===== src/rtl/pipeline_pkg.sv =====
// Shared encodings for the pipeline hazard logic: forwarding selects, scheduler states, PC index.
// No logic of its own; no latency and no backpressure.
package pipeline_pkg;

  localparam logic [1:0] FWD_RF  = 2'b00;
  localparam logic [1:0] FWD_EX  = 2'b01;
  localparam logic [1:0] FWD_MEM = 2'b10;
  localparam logic [1:0] FWD_WB  = 2'b11;

  localparam int unsigned PC_REG = 15;

  typedef enum logic {
    RUN      = 1'b0,
    MEM_WAIT = 1'b1
  } state_t;

endpackage


===== src/rtl/hazard_fwd_sel.sv =====
// Per-operand forwarding select, priority EX > MEM > WB; purely combinational.
// A hit on a load in EX is reported as load_hit (stall) instead of an EX forward.
module hazard_fwd_sel
  import pipeline_pkg::*;
#(
  parameter int REG_AW = 4,
  parameter int PC_REG = pipeline_pkg::PC_REG
) (
  input  logic [REG_AW-1:0] src,
  input  logic              used,
  input  logic [REG_AW-1:0] ex_rd,
  input  logic              ex_rf_e,
  input  logic              ex_load,
  input  logic [REG_AW-1:0] mem_rd,
  input  logic              mem_rf_e,
  input  logic [REG_AW-1:0] wb_rd,
  input  logic              wb_rf_e,
  output logic [1:0]        fwd,
  output logic              load_hit
);

  logic qual;
  logic ex_hit;
  logic mem_hit;
  logic wb_hit;

  // The PC is produced by the fetch path, never by the register-file write ports.
  assign qual    = used && (src != REG_AW'(PC_REG));
  assign ex_hit  = qual && ex_rf_e  && (src == ex_rd);
  assign mem_hit = qual && mem_rf_e && (src == mem_rd);
  assign wb_hit  = qual && wb_rf_e  && (src == wb_rd);

  assign load_hit = ex_hit && ex_load;

  always_comb begin
    fwd = FWD_RF;
    if (ex_hit && !ex_load) fwd = FWD_EX;
    else if (mem_hit)       fwd = FWD_MEM;
    else if (wb_hit)        fwd = FWD_WB;
  end

endmodule


===== src/rtl/hazard_stall_controller.sv =====
// Pipeline hazard scheduler: stalls, flushes, freezes and forwarding from a shadow of EX/MEM/WB; outputs combinational.
// Backpressure: mem_ready low on a memory access freezes the whole pipeline until it completes.
module hazard_stall_controller
  import pipeline_pkg::*;
#(
  parameter int REG_AW = 4,
  parameter int CNT_W  = 16,
  parameter int PC_REG = pipeline_pkg::PC_REG
) (
  input  logic              clk,
  input  logic              reset,
  input  logic              id_valid,
  input  logic [REG_AW-1:0] id_rn,
  input  logic [REG_AW-1:0] id_rm,
  input  logic              id_rn_used,
  input  logic              id_rm_used,
  input  logic [REG_AW-1:0] id_rd,
  input  logic              id_rf_e,
  input  logic              id_load,
  input  logic              id_mem_e,
  input  logic              ex_br_taken,
  input  logic              mem_ready,
  output logic              pc_e,
  output logic              if_id_e,
  output logic              if_id_flush,
  output logic              ctrl_mux_s,
  output logic              pipe_freeze,
  output logic [1:0]        fwd_a,
  output logic [1:0]        fwd_b,
  output logic [CNT_W-1:0]  stall_cnt,
  output logic [CNT_W-1:0]  flush_cnt,
  output logic [CNT_W-1:0]  wait_cnt
);

  typedef struct packed {
    logic [REG_AW-1:0] rd;
    logic              rf_e;
    logic              load;
    logic              mem_e;
  } shadow_t;

  shadow_t ex_q, mem_q, wb_q, id_cap;
  state_t  state_q;

  logic [1:0] fwd_a_raw, fwd_b_raw;
  logic       hit_a, hit_b;
  logic       load_use, mem_busy, freeze_c;
  logic       stall_inc, flush_inc, wait_inc;

  hazard_fwd_sel #(.REG_AW(REG_AW), .PC_REG(PC_REG)) u_fwd_rn (
    .src(id_rn), .used(id_rn_used),
    .ex_rd(ex_q.rd), .ex_rf_e(ex_q.rf_e), .ex_load(ex_q.load),
    .mem_rd(mem_q.rd), .mem_rf_e(mem_q.rf_e),
    .wb_rd(wb_q.rd), .wb_rf_e(wb_q.rf_e),
    .fwd(fwd_a_raw), .load_hit(hit_a)
  );

  hazard_fwd_sel #(.REG_AW(REG_AW), .PC_REG(PC_REG)) u_fwd_rm (
    .src(id_rm), .used(id_rm_used),
    .ex_rd(ex_q.rd), .ex_rf_e(ex_q.rf_e), .ex_load(ex_q.load),
    .mem_rd(mem_q.rd), .mem_rf_e(mem_q.rf_e),
    .wb_rd(wb_q.rd), .wb_rf_e(wb_q.rf_e),
    .fwd(fwd_b_raw), .load_hit(hit_b)
  );

  assign load_use = hit_a || hit_b;
  assign mem_busy = mem_q.mem_e && !mem_ready;
  // The MEM shadow is held during the wait, so mem_busy alone would suffice; the state keeps intent explicit.
  assign freeze_c = mem_busy || ((state_q == MEM_WAIT) && !mem_ready);

  always_comb begin
    pc_e        = 1'b1;
    if_id_e     = 1'b1;
    if_id_flush = 1'b0;
    ctrl_mux_s  = 1'b0;
    pipe_freeze = 1'b0;
    fwd_a       = fwd_a_raw;
    fwd_b       = fwd_b_raw;
    if (!reset) begin
      pc_e        = 1'b0;
      if_id_e     = 1'b0;
      if_id_flush = 1'b1;
      ctrl_mux_s  = 1'b1;
      fwd_a       = FWD_RF;
      fwd_b       = FWD_RF;
    end else if (freeze_c) begin
      pc_e        = 1'b0;
      if_id_e     = 1'b0;
      pipe_freeze = 1'b1;
    end else if (ex_br_taken) begin
      if_id_flush = 1'b1;
      ctrl_mux_s  = 1'b1;
    end else if (load_use) begin
      pc_e        = 1'b0;
      if_id_e     = 1'b0;
      ctrl_mux_s  = 1'b1;
    end
  end

  assign wait_inc  = freeze_c;
  assign flush_inc = !freeze_c && ex_br_taken;
  assign stall_inc = !freeze_c && !ex_br_taken && load_use;

  always_comb begin
    id_cap = '0;
    if (id_valid && !ctrl_mux_s) id_cap = '{rd: id_rd, rf_e: id_rf_e, load: id_load, mem_e: id_mem_e};
  end

  always_ff @(posedge clk) begin
    if (!reset) begin
      ex_q      <= '0;
      mem_q     <= '0;
      wb_q      <= '0;
      state_q   <= RUN;
      stall_cnt <= '0;
      flush_cnt <= '0;
      wait_cnt  <= '0;
    end else begin
      state_q <= freeze_c ? MEM_WAIT : RUN;
      if (!freeze_c) begin
        ex_q  <= id_cap;
        mem_q <= ex_q;
        wb_q  <= mem_q;
      end
      if (stall_inc && (stall_cnt != '1)) stall_cnt <= stall_cnt + CNT_W'(1);
      if (flush_inc && (flush_cnt != '1)) flush_cnt <= flush_cnt + CNT_W'(1);
      if (wait_inc  && (wait_cnt  != '1)) wait_cnt  <= wait_cnt  + CNT_W'(1);
    end
  end

endmodule


===== config.mk =====
export PLATFORM = sky130hd
export DESIGN_NAME = hazard_stall_controller
export DESIGN_NICKNAME = d
export VERILOG_FILES = /design/src/rtl/pipeline_pkg.sv /design/src/rtl/hazard_fwd_sel.sv /design/src/rtl/hazard_stall_controller.sv
export SDC_FILE = /design/constraint.sdc
export NUM_CORES = 1
export LEC_CHECK = 0
export BUFFER_PORTS_ARGS = -buffer_cell sky130_fd_sc_hd__buf_2
export CORE_AREA = 2 2 81 83
export DETAILED_ROUTE_END_ITERATION = 7
export DIE_AREA = 0 0 83 85
export PLACE_DENSITY = 0.87
export REMOVE_ABC_BUFFERS = 1
export SETUP_SLACK_MARGIN = 0.5
export SKIP_LAST_GASP = 1
export SYNTH_ARGS = -nofsm -noshare
export SYNTH_HDL_FRONTEND = slang
export SYNTH_SLANG_ARGS = --single-unit

===== constraint.sdc =====
create_clock -name clk -period 5.3 [get_ports clk]
set_clock_uncertainty 0.1 [all_clocks]
set_input_delay 0.265 -clock clk [delete_from_list [all_inputs] [get_ports clk]]
set_output_delay 0.265 -clock clk [all_outputs]
set_load 0.01 [all_outputs]

==> results of run 1 <==
critical path, cell delays in order (launching register included):
cell and delay, ps:
dfxtp_1 330, o21bai_2 600, and3_1 440, nand2_1 130
or3_1 340, or3_1 310, a21oi_1 160
cells in the mapped netlist, types with 3 or more instances:
cell type,instances
nor3_1,14
o21ai_0,11
ha_1,3
a21oi_1,22
mux2i_1,10
clkbuf_1,12
nand2b_1,9
xor2_1,27
nor2_1,38
or4_1,3
nand3_1,18
xnor2_1,20
a31oi_1,4
dfxtp_1,67
nor4_1,8
a22o_1,7
inv_1,5
and3_1,7
nand4_1,18
or3_1,6
o21a_1,4
o31ai_1,3
nand2_1,61
and4_1,4
worst min-delay path by stage:
stage,start,end,depth (start not counted)
floorplan,reset,wait_cnt[4],2
global placement,stall_cnt[12],stall_cnt[12],2
detailed placement,ex_q[0],ex_q[0],1
CTS,id_load,ex_q[1],2
global route,id_rd[2],ex_q[5],2
finish,id_load,ex_q[1],2
state kept, by name, summed over array words and instances (netlist names):
| signal | cells |
|---|---|
| wb_q | 5 |
| flush_cnt | 16 |
| stall_cnt | 16 |
| wait_cnt | 16 |
| mem_q | 6 |
| ex_q | 7 |
| state_q | 1 |
report_power, final:
group          internal (uW)  switching (uW)  total [uW]
registers                508            6.26         514
logic                   21.7            32.8        54.5
clock network            324             194         518
total                    854             233        1090
per-stage QoR:
step / power, uW / setup slack, ps / hold slack, ps
after floorplan: 552 / 3180 / 281
after global placement: 577 / 2940 / 366
after detailed placement: 579 / 2830 / 367
after CTS: 1090 / 2820 / 25.4
after global routing: 1120 / 2610 / 30.6
final: 1090 / 2810 / 29.2
routing by layer:
metal	global-route usage [%]	vias to the layer above
met2	39.5	101
met1	29.8	1556
met4	10.1	0
met5	0	-
met3	3.70	12
li1	-	1596
logic make-up after synthesis:
group                      after synthesis
adders and majority gates                3
DFF                                     67
AOI/OAI and AO/OA                       62
xor gates and xnor gates                47
and+or+nand+nor                        198
buffers and inverters                   23
muxes                                   10
final cells by class:
type / count / area share [%]
clock inverters: 5 / 2.48
flip-flops and latches: 67 / 33.2
well taps: 77 / 2.39
inverters: 6 / 0.558
multi-input cells: 320 / 48.0
repair buffers: 79 / 9.86
clock buffers: 11 / 3.50
==> results.md, run 1 <==
- Routed Antenna Nets: 0
- Final setup fails: 0
- Critical Path Source: mem_q[0]
- Worst VDD drop: 162 uV
- Filler-free cell count of the finished design: 565
- Yosys top cell area share: 39.7%
- Post-synth top area cell: dfxtp_1
- First-pass GRT wire length: 13600 um
- Critical path data required time: 5470 ps
- Cell Area, Synth: 3380 sq um
- GRT Resource Usage Total: a little under a quarter
- Largest net degree at the start of global routing: 41
- Drt pass-1 iters: 4
- Row count: 29
- R2R depth: 6
- Avg Cell Area, Syn: 8.24 sq um
- CTS Buf Count: 9
- Die Y: 85 um
- Max-cap viol count: 0
- Most frequent cells in the layout: 78 x buf_2, 67 x dfxtp_1, 61 x nand2_1
- Power density cells: 269 nW/um^2
- Sequential cell area: 1340 sq um
- CTS sink cnt: 67
- Post-CTS sizing: 0
- Postcts setup bufs: 0
- Post-detailed-routing wire length: 8210 um
- Unrepaired setup endpoints after global routing: false
- Post-Synthesis Cells: 410
- Type of the worst setup path: reg -> reg
- Cells after DPL: 549
- Number of synthesized flops with an enable pin: 0
- Synthesis warning total: 0
- Reg2reg start: mem_q[0]
- Via count: between 3000 and 4000
- TritonCTS clock tree: built
- Drt drc: 0
- Uppermost layer routed: met4
- Clock Path Buffers: 2
- Fin crit share: 47.0%
- Seq/Total Area, Yosys: roughly 40%
- XOR/XNOR share of the synthesized area: about an eighth
- Worst EP arrival: about 2700 ps
- Initial DRC Count: 204
- Slew of the pin with the lowest slew margin: 829 ps
- Routability cong.: 0.889
- Fin util: approximately two thirds
- Core area: 6200 sq um
- Vias/cell: 5.78
- Reg2reg setup slack: about 2800 ps
- Final global-route overflow total: 0
- Initial antenna violation count: 0
- Filler instances: slightly above 500
- Layout cells sized above 1: 20.7%
- Post-synthesis register bit count: 67
- Tmin final: 2490 ps
- Vias in the first global route: 2931
- Post-synth top flop: dfxtp_1
- I/O pins: 79
- Synth Area in Adders: 1.11%
- Design Area, Final: 4040 sq um
- Hold Path Class: in -> reg
- Slew Viols, Final: 0
- Post-DP HPWL: between 5000 and 6000 um
- Most common cell after layout, fill and taps aside: buf_2
- Max-Slew Margin vs Limit: 44.2%
- Setup TNS: 0 ps
- Dominant cells by area after synthesis: dfxtp_1 40%, xor2_1 7.0%, nand2_1 6.8%
- Post-synthesis mux area share: under 10%
- Synth Area in Compound Gates: 11.9%
- Worst setup path end: stall_cnt[15]
- Port bufs: 78
- Pleak: approximately 0.0017 uW
- Area occupied by multi-input gates: 1940 sq um
- Simple-Gate Fraction of Synth Area: a little under 30%
- Largest family of logic cells by synthesized area: simple AND/OR/NAND/NOR gates
- Netlist cell types: 47
- Worst R2R End: stall_cnt[15]
- Placed instance area: 3790 sq um
- DIE WIDTH: 83 um
- P&R area growth vs syn: 19.5%
- Worst-Skew Late Latency: 340 ps
- CP Capture Type: flop
- Final nets: approximately 500
- Ant diodes: 0
- H-tree depth: 3
- Final Hold Fails: 0
- Max FO, Critical Path: 19
- WL met3: between 400 and 500 um
- Root buffer cell: clkbuf_8
- Met2 wire length: just over 4000 um
- Clk slew on worst S/H paths: 70 ps
- Post-synthesis async set-or-reset flop share: 0%
- Starting density of the core: 54.4%
- Status: complete, no violations
- Die area: 7060 sq um
- DRT met1 WL: 3610 um
- DR WL/cell: around 15 um
- # hold bufs at CTS: 0
- CP Launch Type: flop
- Maximum operating frequency: 402 MHz
No activity file was read; power rests on OpenSTA's default activity.
==> inputs of run 2 (changes only) <==
Settings changed: CORE_AREA 2 2 81 83 to 2 2 87 89, DIE_AREA 0 0 83 85 to 0 0 89 91, PLACE_DENSITY 0.87 to 0.8.
Clock period 5.3 ns to 2.2 ns, I/O delays scaled along.
==> results.md, run 2 (synthesis gave the netlist of run 1 again) <==
- Status: complete, no violations (unchanged)
- Worst VDD drop: 343 uV (was 162 uV)
- Worst-Skew Late Latency: 350 ps (was 340 ps)
- Filler instances: 542 (was 507)
- Via count: 3606 (was 3265)
- P&R area growth vs syn: 47.9% (was 19.5%)
- Clock Path Buffers: 2 (unchanged)
- Tot Pwr: 2700 uW (was 1090 uW)
- Drt drc: 0 (unchanged)
- Slew Viols, Final: 0 (unchanged)
- First-pass GRT wire length: 16200 um (was 13600 um)
- Root buffer cell: clkbuf_8 (unchanged)
- Maximum operating frequency: 494 MHz (was 402 MHz)
- Final hold slack: 83.9 ps (was 29.2 ps)
- DR WL/cell: 16.8 um (was 14.5 um)
- Area occupied by multi-input gates: 2410 sq um (was 1940 sq um)
- Tmin final: 2030 ps (was 2490 ps)
- Max FO, Critical Path: 6 (was 19)
- Power density cells: 540 nW/um^2 (was 269 nW/um^2)
- Largest net degree at the start of global routing: 41 (unchanged)
- Biggest regs: flush_cnt: 16 flops, stall_cnt: 16 flops, wait_cnt: 16 flops (unchanged)
- Drt pass-1 iters: 4 (unchanged)
- Routability cong.: 0.897 (was 0.889)
- Fin crit share: 92.1% (was 47.0%)
- Reg2reg start: stall_cnt[11] (was mem_q[0])
- Fin util: 70.0% (was 65.1%)
- Sequential cell area: 1410 sq um (was 1340 sq um)
- Unrepaired setup endpoints after global routing: true (was false)
- Hold Path Class: in -> reg (unchanged)
- Final Hold Fails: 0 (unchanged)
- Final setup fails: 0 (unchanged)
- Ant diodes: 0 (unchanged)
- CTS sink cnt: 67 (unchanged)
- Initial antenna violation count: 0 (unchanged)
- Layout cells sized above 1: 44.7% (was 20.7%)
- Max-Slew Margin vs Limit: 69.6% (was 44.2%)
- Type of the worst setup path: reg -> reg (unchanged)
- CP Launch Type: flop (unchanged)
- I/O pins: 79 (unchanged)
- Initial DRC Count: 165 (was 204)
- Final nets: 555 (was 508)
- Hold path start: reset (was id_load)
- Worst EP arrival: 2190 ps (was 2660 ps)
- Port bufs: 78 (unchanged)
- GRT Resource Usage Total: 25.2% (was 23.4%)
- Critical Path Source: stall_cnt[11] (was mem_q[0])
- Worst hold path depth: 2 (unchanged)
- Routed Antenna Nets: 0 (unchanged)
- H-tree depth: 3 (unchanged)
- Vias in the first global route: 3420 (was 2931)
- Row count: 31 (was 29)
- Starting density of the core: 47.3% (was 54.4%)
- CTS Buf Count: 9 (unchanged)
- Setup TNS: 0 ps (unchanged)
- Core area: 7140 sq um (was 6200 sq um)
- Most frequent cells in the layout: 77 x buf_2, 59 x nand2_1, 32 x nor2_1, 32 x dfxtp_1, 32 x buf_4 (was 78 x buf_2, 67 x dfxtp_1, 61 x nand2_1)
- Vias/cell: 5.69 (was 5.78)
- Post-DP HPWL: 6180 um (was 5810 um)
- Clk slew on worst S/H paths: 80 ps (was 70 ps)
- Post-detailed-routing wire length: 10700 um (was 8210 um)
- R2R depth: 6 (unchanged)
- Die Y: 91 um (was 85 um)
- Die area: 8100 sq um (was 7060 sq um)
- Final global-route overflow total: 0 (unchanged)
- TritonCTS clock tree: built (unchanged)
- Slew of the pin with the lowest slew margin: 456 ps (was 829 ps)
- Critical path data required time: 2370 ps (was 5470 ps)
- DIE WIDTH: 89 um (was 83 um)
- Most common cell after layout, fill and taps aside: buf_2 (unchanged)
- Pleak: 0.00200 uW (was 0.00165 uW)
- CP Capture Type: flop (unchanged)
- Max-cap viol count: 0 (unchanged)
## run 2: cell count changes in the layout (fill, tap and decap cells not counted), moves of 7 or more
cell,change
nor3_1,-13
nor3_2,+9
dfxtp_1,-35
dlygate4sd3_1,+8
dfxtp_2,+27
buf_4,+31
dfxtp_4,+8
buf_6,+7
## run 2: stage by stage
| stage | worst slack (ps) | instance area, sq um | cells |
|---|---|---|---|
| 2_1_floorplan | 78.2 | 3300 | 393 |
| 5_1_grt | 121 | 5000 | 634 |
| 3_5_place_dp | 67.2 | 3880 | 579 |
| 3_3_place_gp | 168 | 3880 | 579 |
| 6_report | 175 | 5000 | 634 |
| 4_1_cts | 244 | 4700 | 626 |
## run 2: repair_timing
item,in CTS,in global routing
gates cloned,2,0
hold buffers,8,0
gates resized for setup,87,54
endpoints found under the hold margin,8,0
setup buffers,21,8
endpoints found under the setup margin,56,54
pin swaps,26,20
## run 2: final timing paths
path | to | slack [ps]
worst max register to register | stall_cnt[6] | 170
worst min register to register | wait_cnt[3] | 380
worst min-delay path | stall_cnt[9] | 80
worst max-delay path | stall_cnt[6] | 170
## run 2: metal layers
metal	up-vias	track usage (%)	wire (um)
met1	1736	31.7	4410
li1	1692	-	-
met4	0	10.9	286
met3	29	4.36	555
met2	149	41.5	5420
met5	-	0	0
## run 2: layout make-up
class / instances / area share [%]
Clock buffer: 9 / 2.48
Clock inverter: 7 / 2.48
Inverter: 6 / 0.451
Multi-Input combinational cell: 322 / 48.3
Sequential cell: 67 / 28.1
Tap cell: 99 / 2.48
Timing Repair Buffer: 124 / 15.7
## run 2: report_power, final
group	internal, uW	total (uW)	switching, uW
Sequential	1210	1230	15.0
Combinational	79.5	184	105
Clock	761	1280	523
Total	2050	2700	643
## run 2: critical path, cell delays in order, from the launching register on
cell     delay, ps
dfxtp_1        360
nand3_2        130
nor2_1          70
and4_1         190
or3_4          410
or4_4          540
a21oi_2        150
